[config.mk]
export PLATFORM = sky130hd
export DESIGN_NAME = wb_dma_arbiter
export DESIGN_NICKNAME = d
export VERILOG_FILES = /design/src/rtl/wb_dma_arbiter.sv
export SDC_FILE = /design/constraint.sdc
export NUM_CORES = 1
export LEC_CHECK = 0
export ABC_AREA = 1
export CORE_ASPECT_RATIO = 1.4
export CORE_MARGIN = 2
export CORE_UTILIZATION = 40
export CTS_BUF_LIST = sky130_fd_sc_hd__clkbuf_8
export DETAILED_ROUTE_END_ITERATION = 7
export GPL_TIMING_DRIVEN = 0
export PLACE_DENSITY_LB_ADDON = 0.08
export REMOVE_ABC_BUFFERS = 1
export SETUP_SLACK_MARGIN = 0.3
export SLEW_MARGIN = 25
export SYNTH_ARGS = -nofsm -noshare
export SYNTH_HDL_FRONTEND = slang
export SYNTH_SLANG_ARGS = --single-unit
[constraint.sdc]
create_clock -name wb_clk_i -period 2.25 [get_ports wb_clk_i]
set_input_delay 0.45 -clock wb_clk_i [delete_from_list [all_inputs] [get_ports wb_clk_i]]
set_output_delay 0.45 -clock wb_clk_i [all_outputs]
set_load 0.005 [all_outputs]
[src/rtl/wb_dma_arbiter.sv]
// wb_dma_arbiter: shares the processor-module Wishbone bus between the
// 1801VM1 CPU (default owner) and up to NREQ DMA masters. DMA masters get
// the bus in round-robin order. A tenure is limited to MAXCYC acknowledged
// transfers, after which the CPU keeps the bus for CPU_MIN cycles.
module wb_dma_arbiter #(
    parameter int NREQ    = 2,
    parameter int MAXCYC  = 16,
    parameter int CPU_MIN = 8
) (
    input  logic                 wb_clk_i,
    input  logic                 wb_rst_i,

    input  logic                 cpu_stb_i,
    input  logic [15:0]          cpu_adr_i,
    input  logic [15:0]          cpu_dat_i,
    input  logic                 cpu_we_i,
    input  logic [1:0]           cpu_sel_i,
    output logic                 cpu_gnt_o,

    input  logic [NREQ-1:0]      dma_req_i,
    output logic [NREQ-1:0]      dma_gnt_o,
    input  logic [NREQ-1:0]      dma_stb_i,
    input  logic [16*NREQ-1:0]   dma_adr_i,
    input  logic [16*NREQ-1:0]   dma_dat_i,
    input  logic [NREQ-1:0]      dma_we_i,
    input  logic [2*NREQ-1:0]    dma_sel_i,

    input  logic                 bus_ack_i,
    output logic [15:0]          bus_adr_o,
    output logic [15:0]          bus_dat_o,
    output logic                 bus_we_o,
    output logic [1:0]           bus_sel_o,
    output logic                 bus_stb_o,
    output logic                 bus_cyc_o,
    output logic [2:0]           owner_o
);

    localparam int IDX_W  = (NREQ > 1) ? $clog2(NREQ) : 1;
    localparam int SLOT_W = 16;

    typedef enum logic {
        CPU_OWN = 1'b0,
        DMA_OWN = 1'b1
    } state_t;

    state_t              state_q;
    logic                cpu_gnt_q;
    logic [NREQ-1:0]     dma_gnt_q;
    logic [2:0]          owner_q;
    // Round-robin pointer; it also names the current DMA owner during a tenure.
    logic [IDX_W-1:0]    ptr_q;
    logic [7:0]          burst_q;
    logic [SLOT_W-1:0]   slot_q;

    logic                pick_vld_d;
    logic [IDX_W-1:0]    pick_idx_d;
    logic [IDX_W-1:0]    cand;
    logic [7:0]          burst_d;
    logic [SLOT_W-1:0]   slot_d;
    logic                ack_hit;
    logic                cur_stb;
    logic                cur_req;
    logic                limit_hit;

    // Round-robin search: the first requester after the pointer wins.
    // Walking offsets from far to near lets the nearest one overwrite.
    always_comb begin
        pick_vld_d = 1'b0;
        pick_idx_d = ptr_q;
        cand       = '0;
        for (int i = NREQ; i >= 1; i--) begin
            cand = IDX_W'((int'(ptr_q) + i) % NREQ);
            if (dma_req_i[cand]) begin
                pick_vld_d = 1'b1;
                pick_idx_d = cand;
            end
        end
    end

    // Burst, CPU-slot and release bookkeeping for the current owner.
    always_comb begin
        ack_hit   = bus_stb_o & bus_ack_i;
        cur_stb   = dma_stb_i[ptr_q];
        cur_req   = dma_req_i[ptr_q];
        limit_hit = (MAXCYC != 0) && (int'(burst_q) >= MAXCYC);

        burst_d = burst_q;
        if (ack_hit && (burst_q != 8'hFF)) begin
            burst_d = burst_q + 8'd1;
        end

        // The slot expires on the same edge that can hand the bus over,
        // so a CPU_MIN load gives the CPU exactly CPU_MIN owned cycles.
        slot_d = slot_q;
        if (slot_q != '0) begin
            slot_d = slot_q - SLOT_W'(1);
        end
    end

    // Ownership FSM with registered grants and owner code.
    always_ff @(posedge wb_clk_i) begin
        if (wb_rst_i) begin
            state_q   <= CPU_OWN;
            cpu_gnt_q <= 1'b1;
            dma_gnt_q <= '0;
            owner_q   <= 3'd0;
            ptr_q     <= IDX_W'(NREQ - 1);
            burst_q   <= 8'd0;
            slot_q    <= '0;
        end else begin
            case (state_q)
                CPU_OWN: begin
                    slot_q <= slot_d;
                    // Never cut an open CPU cycle; wait for its strobe to fall.
                    if (pick_vld_d && (slot_d == '0) && !cpu_stb_i) begin
                        state_q   <= DMA_OWN;
                        cpu_gnt_q <= 1'b0;
                        dma_gnt_q <= NREQ'(1) << pick_idx_d;
                        owner_q   <= 3'(pick_idx_d) + 3'd1;
                        ptr_q     <= pick_idx_d;
                        burst_q   <= 8'd0;
                    end
                end
                DMA_OWN: begin
                    burst_q <= burst_d;
                    // Only release between transfers; other requests wait
                    // for the CPU_OWN pass so tenures never chain directly.
                    if (!cur_stb && (!cur_req || limit_hit)) begin
                        state_q   <= CPU_OWN;
                        cpu_gnt_q <= 1'b1;
                        dma_gnt_q <= '0;
                        owner_q   <= 3'd0;
                        slot_q    <= limit_hit ? SLOT_W'(CPU_MIN) : '0;
                    end
                end
                default: begin
                    state_q   <= CPU_OWN;
                    cpu_gnt_q <= 1'b1;
                    dma_gnt_q <= '0;
                    owner_q   <= 3'd0;
                end
            endcase
        end
    end

    // Bus mux driven from the registered owner; non-owners never reach the bus.
    always_comb begin
        bus_adr_o = '0;
        bus_dat_o = '0;
        bus_we_o  = 1'b0;
        bus_sel_o = '0;
        bus_stb_o = 1'b0;
        if (owner_q == 3'd0) begin
            if (cpu_gnt_q) begin
                bus_adr_o = cpu_adr_i;
                bus_dat_o = cpu_dat_i;
                bus_we_o  = cpu_we_i;
                bus_sel_o = cpu_sel_i;
                bus_stb_o = cpu_stb_i;
            end
        end else begin
            bus_adr_o = dma_adr_i[16*int'(ptr_q) +: 16];
            bus_dat_o = dma_dat_i[16*int'(ptr_q) +: 16];
            bus_we_o  = dma_we_i[ptr_q];
            bus_sel_o = dma_sel_i[2*int'(ptr_q) +: 2];
            bus_stb_o = dma_stb_i[ptr_q];
        end
    end

    assign bus_cyc_o = bus_stb_o;
    assign cpu_gnt_o = cpu_gnt_q;
    assign dma_gnt_o = dma_gnt_q;
    assign owner_o   = owner_q;

endmodule

# After elaboration in Yosys (flattened, before gate mapping)
# Index checks and enable logic that the tools add are counted.
# W data, S select, Z words.
[classes]
n_addsub = 5
n_lt_le_gt_ge = 4
n_eq_ne = 4
shifts = 4
mux = 43
n_bitwise = 2
reduce_logical = 14
[ops]
columns = ["operator", "count"]
rows = [
  ["$mux W16", 6],
  ["$shiftx A32 B6 Y16", 2],
  ["$pmux W16 S2", 1],
  ["$mux W1", 22],
  ["$logic_not A16 Y1", 1],
  ["$mux W8", 2],
  ["$pmux W8 S2", 1],
  ["$reduce_bool A16 Y1", 1],
  ["$sub A16 B1 Y16 const B", 1],
  ["$add A8 B1 Y8 const B", 1],
  ["$ge A8 B5 Y1 const B", 1],
  ["$mux W2", 4],
  ["$ne A8 B8 Y1 const B", 1],
  ["$lt A1 B2 Y1 const B", 3],
  ["$mux W3", 2],
  ["$pmux W3 S2", 1],
  ["$reduce_and A2 Y1", 3],
  ["$logic_and A1 B1 Y1", 4],
  ["$mux W4", 1],
  ["$ne A2 B1 Y1 const B", 2],
  ["$pmux W1 S2", 2],
  ["$pmux W2 S2", 1],
  ["$shiftx A4 B3 Y2", 1],
  ["$logic_not A1 Y1", 3],
  ["8 further kinds", 9],
]
[word_totals]
ff_bits = 32
in_bits = 113
out_inout_bits = 43
elab_cells = 83

# Depth between registers and ports, before layout
[logic_depth]
ltp_word = 9
mapped_depth = 14
ltp_nobuf = 14

# Least setup slack after synthesis
# Ideal clock, no wire load.
[synth_timing]
kind = "register -> register"
from = "reg slot_q[0]"
to = "reg ptr_q"
setup_time_ns = 0.123
arrival_ns = 1.600
t_required_ns = 2.127
path_slack_ns = 0.527
stages_incl_launch_ff = 15
n_path_buf = 1
synth_period_minus_slack_ns = 1.723
cell_sequence = "dfxtp_1 > inv_1 > ha_1 > nand2_4 > nor2_4 > nand2_1 > nand2_1 > nand2_1 > o21ai_1 > nand2_1 > nor2_1 > nand2_2 > buf_6 > nand2_1 > nand3_1"
[synth_between]
elab_chain_len = 6
word_cells_on_any_way = 7
cone_classes = "add/sub: 1; mux: 1; reduce/logical: 5"
[synth_lines]
columns = ["item", "line", "text"]
rows = [
  ["start: declaration", "53", "logic [SLOT_W-1:0] slot_q;"],
  ["start signal: assignment", "113", "slot_q <= slot_d;"],
  ["start signal: assignment", "133", "slot_q <= limit_hit ? SLOT_W'(CPU_MIN) : '0;"],
  ["$sub A16 B1 Y16 / $reduce_bool A16 Y1 (equally long branches)", "96, 95", ""],
  ["$mux W16 (*)", "95", "if (slot_q != '0) begin"],
  ["$logic_not A16 Y1 (*)", "115", "if (pick_vld_d && (slot_d == '0) && !cpu_stb_i) begin"],
  ["$logic_and A1 B1 Y1 (*) (2 in series)", "115", ""],
  ["$reduce_and A2 Y1 (no source line) (*)", "-", ""],
  ["end signal: assignment", "107", "ptr_q <= IDX_W'(NREQ - 1);"],
  ["end signal: assignment", "120", "ptr_q <= pick_idx_d;"],
  ["end: declaration", "51", "logic [IDX_W-1:0] ptr_q;"],
]
# Every way passes the cells marked *; elsewhere a longest branch is shown, timed or not.
# A chain may end at the register's enable or synchronous reset.

# Worst setup path after layout
[layout_timing]
from = "reg slot_q[4]"
to = "reg burst_q[5]"
[layout_between]
elab_chain_len = 7
word_cells_on_any_way = 8
cone_classes = "add/sub: 1; eq/ne: 1; mux: 1; reduce/logical: 5"
[layout_lines]
columns = ["item", "line", "text"]
rows = [
  ["$sub A16 B1 Y16 / $reduce_bool A16 Y1 (equally long branches)", "96, 95", ""],
  ["$mux W16 (*)", "95", ""],
  ["$logic_not A16 Y1 (*)", "115", ""],
  ["$logic_and A1 B1 Y1 (*) (2 in series)", "115", ""],
  ["$ne A2 B2 Y1 (no source line) (*)", "-", ""],
  ["$reduce_and A2 Y1 (no source line) (*)", "-", ""],
  ["end signal: assignment", "125", "burst_q <= burst_d;"],
  ["end: declaration", "52", "logic [7:0] burst_q;"],
]
# Marked as above.

==> flow_summary.json <==
{
  "status": "finished, final reports clean",
  "tightest_slew_ps": 1140,
  "fin_hold_ws_ps": 508,
  "h-tree-depth": 2,
  "final_common_cell": "clkdlybuf4s50_1",
  "antenna_cells": 0,
  "finClkSkew_ps": 16.5,
  "ctsRootBufferMaster": "clkbuf_8",
  "fin_crit_ps": 2100,
  "grt_overflow": 0,
  "nFillCells": 454,
  "first_global_vias": 3797,
  "boundaryPins": 156,
  "reg2regPathDepth": 14,
  "endpoint": "burst_q[5]",
  "min_path_type": "flop to flop",
  "ys_ff_latch": 29,
  "drt-initial-drc-count": 241,
  "hpwl_um": 7650,
  "crit_chain": "nor2_2 > nand2_2 > nor2_4 > buf_4 > nand2_1 > nand2_1 > nand2_1 > nand2_1 > nand3_2 > nor2_4 > nand2_4 > nand2_4 > nand2_1 > a21oi_2",
  "die_area_um2": 7460,
  "ant_nets": 0,
  "post-route-period-util_pct": 93.5,
  "fin_util_pct": 78.7,
  "drc": 0,
  "final_nets": 754,
  "grt_max_degree": 25,
  "final_hold_viol_count": 0,
  "cap_violations": 0,
  "clkSinkCount": 29,
  "insertion_delay_ps": 290,
  "track_usage_pct": 32.1,
  "cts-hold-fix-buffers": 0,
  "yosysUniqueCellTypes": 34,
  "crit_type": "flop to flop",
  "r2r_start": "slot_q[4]",
  "power.density_nw_per_um2": 731,
  "crit_path_top_delay_cell": "dfxtp_2",
  "wl_um": 12800,
  "die_h_um": 101,
  "cp.arrival_ps": 2310,
  "start_kind": "flop",
  "ys_warn_count": 0,
  "syn_area_per_cell_um2": 6.01,
  "slew_viol_final": 0,
  "maxSlewHeadroom_pct": 24.2,
  "gp_congestion": 0.854,
  "finalSetupViolCount": 0,
  "layout-drive-gt1-share_pct": 35.1,
  "io_buffers": 154,
  "dr.pass1.iters": 5,
  "crit_path_start": "slot_q[4]",
  "wire_per_inst_um": 18.0,
  "tritoncts": "yes",
  "design.core.area_um2": 6570,
  "area_growth_pct": 90.9,
  "cts.clk_slew.worst_paths_ps": 80,
  "cts_made_buffers": 5,
  "worstHoldStart": "slot_q[9]",
  "placementRows": 35,
  "achievable-frequency_mhz": 476,
  "ir_worst_vdd_mv": 0.400,
  "reg2reg_to": "burst_q[5]",
  "max_stage_delay_ps": 370,
  "synth_cells": 451,
  "vias_per_cell": 5.58,
  "grt_setup_unrepaired": "true",
  "cts_buffer_depth": 2,
  "total_leakage_power_nw": 2.11,
  "vias": 3970,
  "antenna_found_initial": 0,
  "ff2ff_setup_slack_ps": 150,
  "critPathMaxFanout": 6,
  "power_mw": 3.78,
  "crit_required_ps": 2460,
  "crit_path_frequent_cell": "nand2_1",
  "grt_pass1_wl_um": 18600,
  "final_cell_mix": "clkdlybuf4s50_1 (116), nand2_1 (71), nand3_1 (55)",
  "ys_seq_area_share_pct": 21.4,
  "start_util_pct": 41.2,
  "die-width_um": 73.6,
  "crit_path_end_kind": "flop",
  "synth_area_um2": 2710
}
-- where the power goes --
group | total (mW) | switching [mW] | internal [mW] | leakage [nW]
combinational | 2.35 | 1.34 | 1.02 | 1.80
clock | 0.674 | 0.234 | 0.440 | 0.0681
sequential | 0.754 | 0.145 | 0.609 | 0.242
-- area by class of cell --
class | instances | area (um^2) | area share [%]
Tap cell | 74 | 92.6 | 1.79
Timing Repair Buffer | 203 | 1910 | 36.9
Multi-Input combinational cell | 366 | 2270 | 43.8
Sequential cell | 29 | 613 | 11.9
Clock inverter | 3 | 65.1 | 1.26
Inverter | 28 | 126 | 2.44
Timing Repair inverter | 4 | 30.0 | 0.581
Clock buffer | 5 | 68.8 | 1.33
-- synthesized netlist by cell type (all sizes together) --
cell type / count / area share, %
o221ai: 1 / 0.32
clkbuf: 20 / 2.8
nor3: 2 / 0.55
nor2: 72 / 12
conb: 1 / 0.14
clkinv: 2 / 0.28
o21ai: 82 / 15
nand3: 70 / 15
ha: 4 / 1.8
o211ai: 1 / 0.28
nor4: 1 / 0.23
nor3b: 1 / 0.28
nand2: 87 / 13
mux2i: 1 / 0.37
xnor2: 2 / 0.65
or2: 1 / 0.23
xor2: 6 / 1.9
inv: 26 / 3.6
dfxtp: 29 / 21
nand3b: 5 / 1.4
buf: 10 / 2.6
a21oi: 27 / 6.0
-- per-layer routing --
metal | vias up | routed length, um | global-route usage, %
met5 | - | 0 | 0
met4 | 0 | 592 | 13.0
met3 | 45 | 1000 | 6.57
met2 | 215 | 6850 | 60.1
met1 | 1826 | 4390 | 33.9
li1 | 1884 | - | -
-- state kept, by name (all words and copies together), names as in the netlist --
| signal | flops |
|---|---|
| owner_o | 1 |
| burst_q | 8 |
| state_q | 1 |
| ptr_q | 1 |
| cpu_gnt_o | 1 |
| slot_q | 16 |
| dma_gnt_o | 1 |
-- metrics by stage --
step | instance area (um^2) | worst slack, ps | TNS, ps | instances
2_1_floorplan | 2560 | -121 | -5570 | 421
3_3_place_gp | 4200 | -1520 | -79930 | 649
3_5_place_dp | 4230 | -643 | -29830 | 650
4_1_cts | 4770 | 182 | 0 | 699
5_1_grt | 5170 | 98.6 | 0 | 712
6_report | 5170 | 147 | 0 | 712
-- cells by family (layout without fill, tap and decap cells) --
logic type | after synthesis | count (layout) | share of synthesized area (%)
compound gates | 111 | 111 | 22.0
buf+inv | 58 | 243 | 9.28
fa+ha+maj | 4 | 4 | 1.85
simple gates | 239 | 241 | 42.4
flops | 29 | 29 | 21.4
other cells | 1 | 1 | 0.138
mux | 1 | 1 | 0.370
xor+xnor | 8 | 8 | 2.59
-- worst min path at each step --
| stage | end | slack [ps] | cells after the start |
|---|---|---|---|
| after floorplan | slot_q[0] | 450 | 2 |
| after global placement | slot_q[0] | 470 | 2 |
| after detailed placement | slot_q[4] | 490 | 2 |
| after CTS | slot_q[1] | 490 | 2 |
| after global routing | slot_q[9] | 520 | 2 |
| final | slot_q[9] | 510 | 2 |
-- repair_timing --
action | CTS | global route
setup buffers | 31 | 13
endpoints found under the setup margin | 67 | 65
pin swaps | 25 | 40
cloned | 10 | 0
gates resized for setup | 252 | 107
-- critical path, delay by kind of cell, from the launching register on --
kind                   cells  cell delay, ps
AO/OA/AOI/OAI              1             120
flip-flops                 1             370
buffers and inverters      1             150
AND/OR/NAND/NOR           12            1370
(Power assumes the default switching activity.)
